### config.mk
export PLATFORM = sky130hd
export DESIGN_NAME = dac_spi_rx_flat
export DESIGN_NICKNAME = d
export VERILOG_FILES = /design/src/rtl/dac_spi_rx_if.sv /design/src/rtl/dac_spi_rx.sv /design/src/flat_wrapper.sv
export SDC_FILE = /design/constraint.sdc
export NUM_CORES = 1
export LEC_CHECK = 0
export ABC_AREA = 1
export CORE_MARGIN = 2
export CORE_UTILIZATION = 47
export DETAILED_ROUTE_END_ITERATION = 6
export GPL_TIMING_DRIVEN = 0
export PLACE_DENSITY = 0.82
export SLEW_MARGIN = 20
export SYNTH_ARGS = -nofsm -noshare
export SYNTH_HDL_FRONTEND = slang
export SYNTH_SLANG_ARGS = --single-unit
export TNS_END_PERCENT = 50
### constraint.sdc
create_clock -name clk -period 3.6 [get_ports clk]
set_clock_uncertainty 0.2 [all_clocks]
set_input_delay 0.72 -clock clk [delete_from_list [all_inputs] [get_ports clk]]
set_output_delay 0.72 -clock clk [all_outputs]
set_load 0.02 [all_outputs]
### src/rtl/dac_spi_rx_if.sv
// Bundle for the DAC SPI receive link: raw serial pins in, decoded frame fields out.
// The master side drives the serial pins; the slave side is the receiver.
interface dac_spi_rx_if;
  logic        spi_sclk;
  logic        spi_sync;
  logic        spi_data;
  logic [3:0]  rx_comm;
  logic [3:0]  rx_addr;
  logic [15:0] rx_data;
  logic        rx_valid;
  logic        rx_err;
  logic        busy;
  logic [15:0] frame_cnt;

  modport master (
    output spi_sclk, spi_sync, spi_data,
    input  rx_comm, rx_addr, rx_data, rx_valid, rx_err, busy, frame_cnt
  );

  modport slave (
    input  spi_sclk, spi_sync, spi_data,
    output rx_comm, rx_addr, rx_data, rx_valid, rx_err, busy, frame_cnt
  );
endinterface

### src/rtl/dac_spi_rx.sv
// SPI frame receiver for the DAC write link: oversamples sync/sclk/data on clk,
// shifts one {pad,comm,addr,data} frame per sync-low window, pulses valid or err.
module dac_spi_rx #(
  parameter int DWIDTH  = 24,
  parameter int TIMEOUT = 4096
) (
  input  logic          clk,
  input  logic          rst,
  dac_spi_rx_if.slave   bus
);

  localparam int FLEN = DWIDTH + 1;
  localparam int TW   = $clog2(TIMEOUT) + 1;

  typedef enum logic [1:0] {
    ST_IDLE,
    ST_SHIFT,
    ST_CHECK,
    ST_WAIT
  } state_t;

  state_t r_state;
  state_t w_state_next;

  logic r_sclk_s1, r_sclk_s2, r_sclk_s3;
  logic r_sync_s1, r_sync_s2, r_sync_s3;
  logic r_data_s1, r_data_s2;

  logic [FLEN-1:0] r_shreg;
  logic [5:0]      r_bit_cnt;
  logic [TW-1:0]   r_tmo_cnt;
  logic [3:0]      r_comm;
  logic [3:0]      r_addr;
  logic [15:0]     r_data;
  logic            r_valid;
  logic            r_err;
  logic [15:0]     r_frame_cnt;

  logic w_sclk_rise;
  logic w_sync_fall;
  logic w_sync_rise;
  logic w_good;
  logic w_clear;
  logic w_shift;
  logic w_tmo_inc;
  logic w_accept;
  logic w_reject;

  // sync idles high so reset cannot fake a falling edge on an idle link
  always_ff @(posedge clk or posedge rst) begin
    if (rst) begin
      r_sclk_s1 <= 1'b0;
      r_sclk_s2 <= 1'b0;
      r_sclk_s3 <= 1'b0;
      r_sync_s1 <= 1'b1;
      r_sync_s2 <= 1'b1;
      r_sync_s3 <= 1'b1;
      r_data_s1 <= 1'b0;
      r_data_s2 <= 1'b0;
    end else begin
      r_sclk_s1 <= bus.spi_sclk;
      r_sclk_s2 <= r_sclk_s1;
      r_sclk_s3 <= r_sclk_s2;
      r_sync_s1 <= bus.spi_sync;
      r_sync_s2 <= r_sync_s1;
      r_sync_s3 <= r_sync_s2;
      r_data_s1 <= bus.spi_data;
      r_data_s2 <= r_data_s1;
    end
  end

  assign w_sclk_rise = r_sclk_s2 & ~r_sclk_s3;
  assign w_sync_fall = ~r_sync_s2 & r_sync_s3;
  assign w_sync_rise = r_sync_s2 & ~r_sync_s3;
  assign w_good      = (r_bit_cnt == 6'(FLEN)) && !r_shreg[FLEN-1];

  always_ff @(posedge clk or posedge rst) begin
    if (rst) begin
      r_state <= ST_IDLE;
    end else begin
      r_state <= w_state_next;
    end
  end

  always_comb begin
    w_state_next = r_state;
    w_clear      = 1'b0;
    w_shift      = 1'b0;
    w_tmo_inc    = 1'b0;
    w_accept     = 1'b0;
    w_reject     = 1'b0;
    case (r_state)
      ST_IDLE: begin
        if (w_sync_fall) begin
          w_state_next = ST_SHIFT;
          w_clear      = 1'b1;
        end
      end
      ST_SHIFT: begin
        // an sclk edge landing with the sync rise still counts as a bit
        if (w_sclk_rise) begin
          w_shift = 1'b1;
        end else begin
          w_tmo_inc = 1'b1;
        end
        if (w_sync_rise) begin
          w_state_next = ST_CHECK;
        end else if (!w_sclk_rise && (r_tmo_cnt == TW'(TIMEOUT - 1))) begin
          w_state_next = ST_WAIT;
          w_reject     = 1'b1;
        end
      end
      ST_CHECK: begin
        if (w_good) begin
          w_accept = 1'b1;
        end else begin
          w_reject = 1'b1;
        end
        if (w_sync_fall) begin
          w_state_next = ST_SHIFT;
          w_clear      = 1'b1;
        end else begin
          w_state_next = ST_IDLE;
        end
      end
      ST_WAIT: begin
        if (w_sync_rise) begin
          w_state_next = ST_IDLE;
        end
      end
      default: begin
        w_state_next = ST_IDLE;
      end
    endcase
  end

  always_ff @(posedge clk or posedge rst) begin
    if (rst) begin
      r_shreg     <= '0;
      r_bit_cnt   <= '0;
      r_tmo_cnt   <= '0;
      r_comm      <= '0;
      r_addr      <= '0;
      r_data      <= '0;
      r_valid     <= 1'b0;
      r_err       <= 1'b0;
      r_frame_cnt <= '0;
    end else begin
      r_valid <= w_accept;
      r_err   <= w_reject;
      if (w_clear) begin
        r_shreg   <= '0;
        r_bit_cnt <= '0;
        r_tmo_cnt <= '0;
      end else if (w_shift) begin
        r_shreg   <= {r_shreg[FLEN-2:0], r_data_s2};
        r_tmo_cnt <= '0;
        if (r_bit_cnt != 6'd63) begin
          r_bit_cnt <= r_bit_cnt + 6'd1;
        end
      end else if (w_tmo_inc) begin
        r_tmo_cnt <= r_tmo_cnt + TW'(1);
      end
      if (w_accept) begin
        r_comm      <= r_shreg[DWIDTH-1 -: 4];
        r_addr      <= r_shreg[DWIDTH-5 -: 4];
        r_data      <= r_shreg[15:0];
        r_frame_cnt <= r_frame_cnt + 16'd1;
      end
    end
  end

  assign bus.rx_comm   = r_comm;
  assign bus.rx_addr   = r_addr;
  assign bus.rx_data   = r_data;
  assign bus.rx_valid  = r_valid;
  assign bus.rx_err    = r_err;
  assign bus.busy      = (r_state == ST_SHIFT);
  assign bus.frame_cnt = r_frame_cnt;

endmodule

### src/flat_wrapper.sv
// flat-port wrapper written by rule: the top's interface ports become plain ports
module dac_spi_rx_flat 
#(
  parameter int DWIDTH  = 24,
  parameter int TIMEOUT = 4096
)
  (clk, rst, bus_spi_sclk, bus_spi_sync, bus_spi_data, bus_rx_comm, bus_rx_addr, bus_rx_data, bus_rx_valid, bus_rx_err, bus_busy, bus_frame_cnt);
  dac_spi_rx_if bus_i ();
  input  logic clk;
  input  logic rst;
  input wire logic [$bits(bus_i.spi_sclk)-1:0] bus_spi_sclk;
  input wire logic [$bits(bus_i.spi_sync)-1:0] bus_spi_sync;
  input wire logic [$bits(bus_i.spi_data)-1:0] bus_spi_data;
  output wire logic [$bits(bus_i.rx_comm)-1:0] bus_rx_comm;
  output wire logic [$bits(bus_i.rx_addr)-1:0] bus_rx_addr;
  output wire logic [$bits(bus_i.rx_data)-1:0] bus_rx_data;
  output wire logic [$bits(bus_i.rx_valid)-1:0] bus_rx_valid;
  output wire logic [$bits(bus_i.rx_err)-1:0] bus_rx_err;
  output wire logic [$bits(bus_i.busy)-1:0] bus_busy;
  output wire logic [$bits(bus_i.frame_cnt)-1:0] bus_frame_cnt;
  assign bus_i.spi_sclk = bus_spi_sclk;
  assign bus_i.spi_sync = bus_spi_sync;
  assign bus_i.spi_data = bus_spi_data;
  assign bus_rx_comm = bus_i.rx_comm;
  assign bus_rx_addr = bus_i.rx_addr;
  assign bus_rx_data = bus_i.rx_data;
  assign bus_rx_valid = bus_i.rx_valid;
  assign bus_rx_err = bus_i.rx_err;
  assign bus_busy = bus_i.busy;
  assign bus_frame_cnt = bus_i.frame_cnt;
  dac_spi_rx #(.DWIDTH(DWIDTH), .TIMEOUT(TIMEOUT)) u_core (.clk(clk), .rst(rst), .bus(bus_i));
endmodule
**Word level (Yosys, flattened, before mapping)**

Index checks and enable logic that the tools add are counted.

- Input port bits: 5
- Output and inout port bits: 43
- Flip-flop bits (word level): 96
- Word-level logic and storage cells: 73

- Add/subtract/negate cells: 3
- Bitwise gates (word level): 6
- Eq/ne operators: 9
- Reduce and logical (&&, ||, !) cells: 11
- Mux-type cells: 26

Operators by type and width:

| kind | count |
|---|---|
| $mux 25 | 2 |
| $mux 13 | 3 |
| $mux 6 | 3 |
| $add 16x1->16 const B | 1 |
| $add 13x1->13 const B | 1 |
| $eq 13x12->1 const B | 1 |
| $mux 1 | 12 |
| $mux 2 | 4 |
| $pmux 2 s4 | 1 |
| $add 6x1->6 const B | 1 |
| $eq 6x5->1 const B | 1 |
| $ne 6x6->1 const B | 1 |
| $eq 2x2->1 const B | 2 |
| $ne 2x1->1 const B | 2 |
| $reduce_bool 2->1 | 2 |
| $and 1x1->1 | 3 |
| $ne 3x1->1 const B | 1 |
| $not 1->1 | 3 |
| $reduce_and 3->1 | 1 |
| $reduce_bool 3->1 | 1 |
| $eq 2x1->1 const B | 1 |
| $logic_and 1x1->1 | 2 |
| $logic_not 1->1 | 2 |
| $logic_not 2->1 | 1 |
| 3 further kinds | 3 |

**Depth between registers and ports, before layout**

- Depth in word-level cells: 7
- Mapped depth: 10
- Depth with buffers taken out: 10

**Worst setup path before layout**

Ideal clock, no wire load.

- Kind: register to register
- From: reg u_core.r_state[1]
- To: reg u_core.r_shreg[3]
- Cell stages (with the launch flop): 8
- Required time: 3.274 ns
- Data arrival time: 1.488 ns
- Path slack: 1.786 ns
- Setup time: 0.126 ns
- Path buffers: 2
- Period minus slack after synthesis: 1.814 ns
- Cells stage by stage: dfrtp_1 > inv_1 > ha_1 > nand3_1 > nand2_1 > buf_4 > buf_2 > o21ai_0

- Elaborated cells on any way between the ends: 8
- Classes of those cells: eq/ne (2); mux (3); reduce/logical (3)

RTL lines:

| item | RTL line | source |
|---|---|---|
| start, declared | dac_spi_rx.sv:22 | `state_t r_state;` |
| start signal, assigned | dac_spi_rx.sv:81 | `r_state <= w_state_next;` |
| $eq 2x1->1 | -- |  |
| via bus_busy | flat_wrapper.sv:19 | `output wire logic [$bits(bus_i.busy)-1:0] bus_busy;` |
| $mux 1 | dac_spi_rx.sv:92 | `case (r_state)` |
| $reduce_bool 2->1 (no source line) | -- |  |
| end signal, assigned | dac_spi_rx.sv:156 | `r_shreg <= {r_shreg[FLEN-2:0], r_data_s2};` |
| end, declared | dac_spi_rx.sv:29 | `logic [FLEN-1:0] r_shreg;` |

The timed path passes the listed nets, and every way through them passes these cells.
A chain may end at the register's enable or synchronous reset.

**Worst setup path after layout**

- From: reg u_core.r_state[1]
- To: out bus_busy

- Cells in the longest elaborated chain, start to end: 1

Ends and longest elaborated chain:

| item | RTL line | source |
|---|---|---|
| $eq 2x1->1 | dac_spi_rx.sv:178 | `assign bus.busy = (r_state == ST_SHIFT);` |
| end, declared | flat_wrapper.sv:19 |  |

Every way passes these cells.

==> run summary <==
The type of the most critical hold path was flip-flop to flip-flop. The run finished with clean final reports. The run gives 0 as the number of synthesis warnings. The H-tree was split into 3 levels. The logs give 0.2522 mV for the peak ir drop on the vdd network and 55.24% for the sequential fraction of the synthesis area. The area overhead of the layout relative to synthesis was 19.56%; the transition time at the pin with the least slew margin was 0.5634 ns. The worst pin sits at a relative slew slack of 62.44%. The ratio of final minimum period to clock period is 77.49%. The final-report setup violation count was 0; the total count of hold-check failures in the final report was 0. Before CTS, the worst setup slack after placement is 1.218 ns. For the initial detailed-routing violation count, the log shows 230. The overall overflow remaining after global route is 0. The startpoint type of the worst setup path is a flip-flop.

Leaving out fill and tap cells, the most frequent cell in the layout is sky130_fd_sc_hd__nand2_1. Dividing the detail-routed via count by the number of cells gives 5.231. The tools report the placeable core region as 0.009109 mm^2. For the overall power after layout, the log shows 2.496 mW. The average footprint of a synthesized cell was 8.693 um^2; the number of unique standard cell types used by synthesis was 34. The first detailed-routing pass took 4 iterations. The tools report the clock root buffer as sky130_fd_sc_hd__clkbuf_8. After clock tree synthesis, the clock-pin slew on the worst setup and hold paths is 0.09 ns. Synthesis produced a netlist whose cell count is 501.

The tools report the number of max-slew violations in the final report as 0. For this design, the CTS-stage hold fixing added 0 buffers. In the global route stage, overall resource usage came out at 18.57%.

The floorplan row count is 35, and the shortest clock period the worst path allows after layout is 2.790 ns. The run gives 3565 as the number of global-route vias before repair. The total wire length after detailed routing was 8660 um; the CTS buffer count was 9.

The horizontal die dimension works out to 100.3 um. The clock passes through at most 2 buffers. The detailed router placed 3536 vias in this run. The leakage power was 2.353 nW. Once the floorplan was initialized, standard cells occupied 47.82% of the core.

The later pin in the worst-skew pair is clocked with a latency of 0.38 ns. The net count after synthesis is 514, and the final net count is 573. TritonCTS built the clock tree. The logs give 0.01005 mm^2 for the die footprint and 0 for the post-cts resize count. After layout, the worst setup slack is 0.8104 ns. For the achievable frequency, the log shows 358.5 MHz. At the worst endpoint, the arrival time is 1.87 ns.

The pin count of the biggest net entering global routing is 87, and the clock net sink count is 96. Setup repair after global routing left no endpoint under its margin. After detailed routing, the number of remaining DRC violations is 0.

The die is 100.3 um tall. STA puts the critical path data required time at 2.68 ns. Adding up every negative setup slack in the final design gives 0 ns.

The initial antenna violation count is 0. In the final routed layout, each cell accounts on average for 12.81 um. In this run the worst path has a maximum fanout of 7.

The run gives 6174 um as the post-detailed-placement half-perimeter wirelength. The repair_antennas step left the layout with diodes totalling 0. The total of fill cells in the finished design was 772. STA classifies the critical path endpoint as a primary output. The tools report the netlist area before placement as 0.004355 mm^2. For this design the top-level I/O count stands at 48. During placement, the flow inserted port buffers numbering 47. The first-pass GRT wire length came out at 15170 um. The number of max-capacitance violations reported is 0, and the post-CTS setup buffer count is 0.

In the layout the commonest cells are 128 x sky130_fd_sc_hd__nand2_1, 93 x sky130_fd_sc_hd__dfrtp_1, 62 x sky130_fd_sc_hd__inv_1. The critical path is of the flip-flop to primary output type. The flop and latch count out of synthesis is 96, and the worst hold slack is 0.1556 ns.

Of the cells placed in the final design, the portion with a size suffix greater than 1 is 8.496%. The power density of the placed cells was 479.3 mW/mm^2; the placer congestion estimate was 0.8629. The detail route stage leaves a number of antenna-violating nets equal to 0.
## stage by stage
| step | util (%) | std cells | area (um^2) |
|---|---|---|---|
| CTS | 57.17 | 676 | 5207 |
| global route | 57.17 | 676 | 5207 |
| detailed placement | 54.86 | 660 | 4997 |
| floorplan | - | 501 | 4355 |
| finish | 57.17 | 676 | 5207 |
| global placement | 54.51 | 659 | 4965 |
## path summary, 6_finish.rpt
path / cells past startpoint / from / slack (ns) / endpoint
setup / recovery: 3 / u_core.r_state[1] / 0.81 / bus_busy
hold / removal: 0 / u_core.r_sclk_s1 / 0.16 / u_core.r_sclk_s2
setup reg to reg: 7 / u_core.r_state[1] / 1.55 / u_core.r_shreg[1]
hold reg to reg: 0 / u_core.r_sclk_s1 / 0.16 / u_core.r_sclk_s2
max in group asynchronous: 3 / rst / 2.16 / u_core.r_sync_s3
min in group asynchronous: 2 / rst / 0.40 / u_core.bus.frame_cnt[2]
## cells in the mapped netlist
library cell / instances / area (um^2)
sky130_fd_sc_hd__a21o_1: 1 / 7.510
sky130_fd_sc_hd__xnor2_1: 4 / 35.03
sky130_fd_sc_hd__or2_2: 1 / 6.260
sky130_fd_sc_hd__a21oi_2: 1 / 8.760
sky130_fd_sc_hd__nor3_1: 1 / 5.000
sky130_fd_sc_hd__a21boi_0: 1 / 7.510
sky130_fd_sc_hd__clkbuf_1: 6 / 22.52
sky130_fd_sc_hd__buf_2: 4 / 20.02
sky130_fd_sc_hd__dfrtp_1: 93 / 2327
sky130_fd_sc_hd__nor2_4: 1 / 11.26
sky130_fd_sc_hd__buf_4: 4 / 30.03
sky130_fd_sc_hd__xor2_1: 11 / 96.34
sky130_fd_sc_hd__nor2_2: 4 / 25.02
sky130_fd_sc_hd__o21ai_2: 4 / 35.03
sky130_fd_sc_hd__o21ai_0: 31 / 155.2
sky130_fd_sc_hd__ha_1: 8 / 100.1
sky130_fd_sc_hd__nand4_1: 7 / 43.79
sky130_fd_sc_hd__inv_2: 1 / 3.750
sky130_fd_sc_hd__o21ai_1: 29 / 145.1
sky130_fd_sc_hd__buf_6: 2 / 22.52
sky130_fd_sc_hd__nand3_1: 46 / 230.2
sky130_fd_sc_hd__dfstp_2: 3 / 78.83
sky130_fd_sc_hd__nand3_2: 1 / 10.01
sky130_fd_sc_hd__o31ai_2: 1 / 12.51
sky130_fd_sc_hd__o21bai_1: 1 / 7.510
sky130_fd_sc_hd__nand2_1: 128 / 480.5
sky130_fd_sc_hd__a21oi_1: 3 / 15.01
sky130_fd_sc_hd__nand3b_1: 1 / 7.510
sky130_fd_sc_hd__o31ai_1: 2 / 15.01
sky130_fd_sc_hd__nor2_1: 34 / 127.6
sky130_fd_sc_hd__inv_1: 63 / 236.5
sky130_fd_sc_hd__buf_1: 1 / 3.750
sky130_fd_sc_hd__nand2_2: 2 / 12.51
sky130_fd_sc_hd__nor3_2: 1 / 10.01
## area by class of cell
cell class | count | area (um^2) | area share (%)
Inverter | 64 | 245.2 | 4.709
Timing Repair Buffer | 48 | 498.0 | 9.563
Multi-Input combinational cell | 324 | 1610 | 30.92
Buffer | 17 | 98.84 | 1.898
Clock buffer | 9 | 123.9 | 2.379
Clock inverter | 7 | 86.33 | 1.658
Sequential cell | 96 | 2406 | 46.20
Tap cell | 111 | 138.9 | 2.667
## layer usage
metal / part of all wire [%] / global-route usage [%]
met5: 0 / 0
met4: 1.5 / 6.533
met3: 4.7 / 3.900
met2: 48 / 31.03
met1: 45 / 24.05
## worst max-delay path, cell delays in order (launching register included)
cell	delay (ns)
sky130_fd_sc_hd__dfrtp_1	0.42
sky130_fd_sc_hd__inv_1	0.09
sky130_fd_sc_hd__ha_1	0.32
sky130_fd_sc_hd__clkdlybuf4s50_1	0.67
## cell families after synthesis
logic type,after synthesis,synth area share [%]
AO/OA/AOI/OAI,74,9.394
XOR/XNOR,15,3.016
adder cells (fa/ha/maj),8,2.298
buffers and inverters,81,7.785
flip-flops,96,55.24
AND/OR/NAND/NOR,227,22.26
## sequential cells by signal, summed over array words and instances, names as in the netlist, 2 cells and up
register and cells:
u_core.r_shreg 25, u_core.bus.frame_cnt 16, u_core.bus.rx_data 16, u_core.r_tmo_cnt 13
u_core.r_bit_cnt 6, u_core.bus.rx_addr 4, u_core.bus.rx_comm 4, u_core.r_state 2
## power by group
group	internal, mW	switching [mW]
clock	0.278	0.434
combinational	0.174	0.352
sequential	1.18	0.0756
Power figures use the tool's default switching activity.
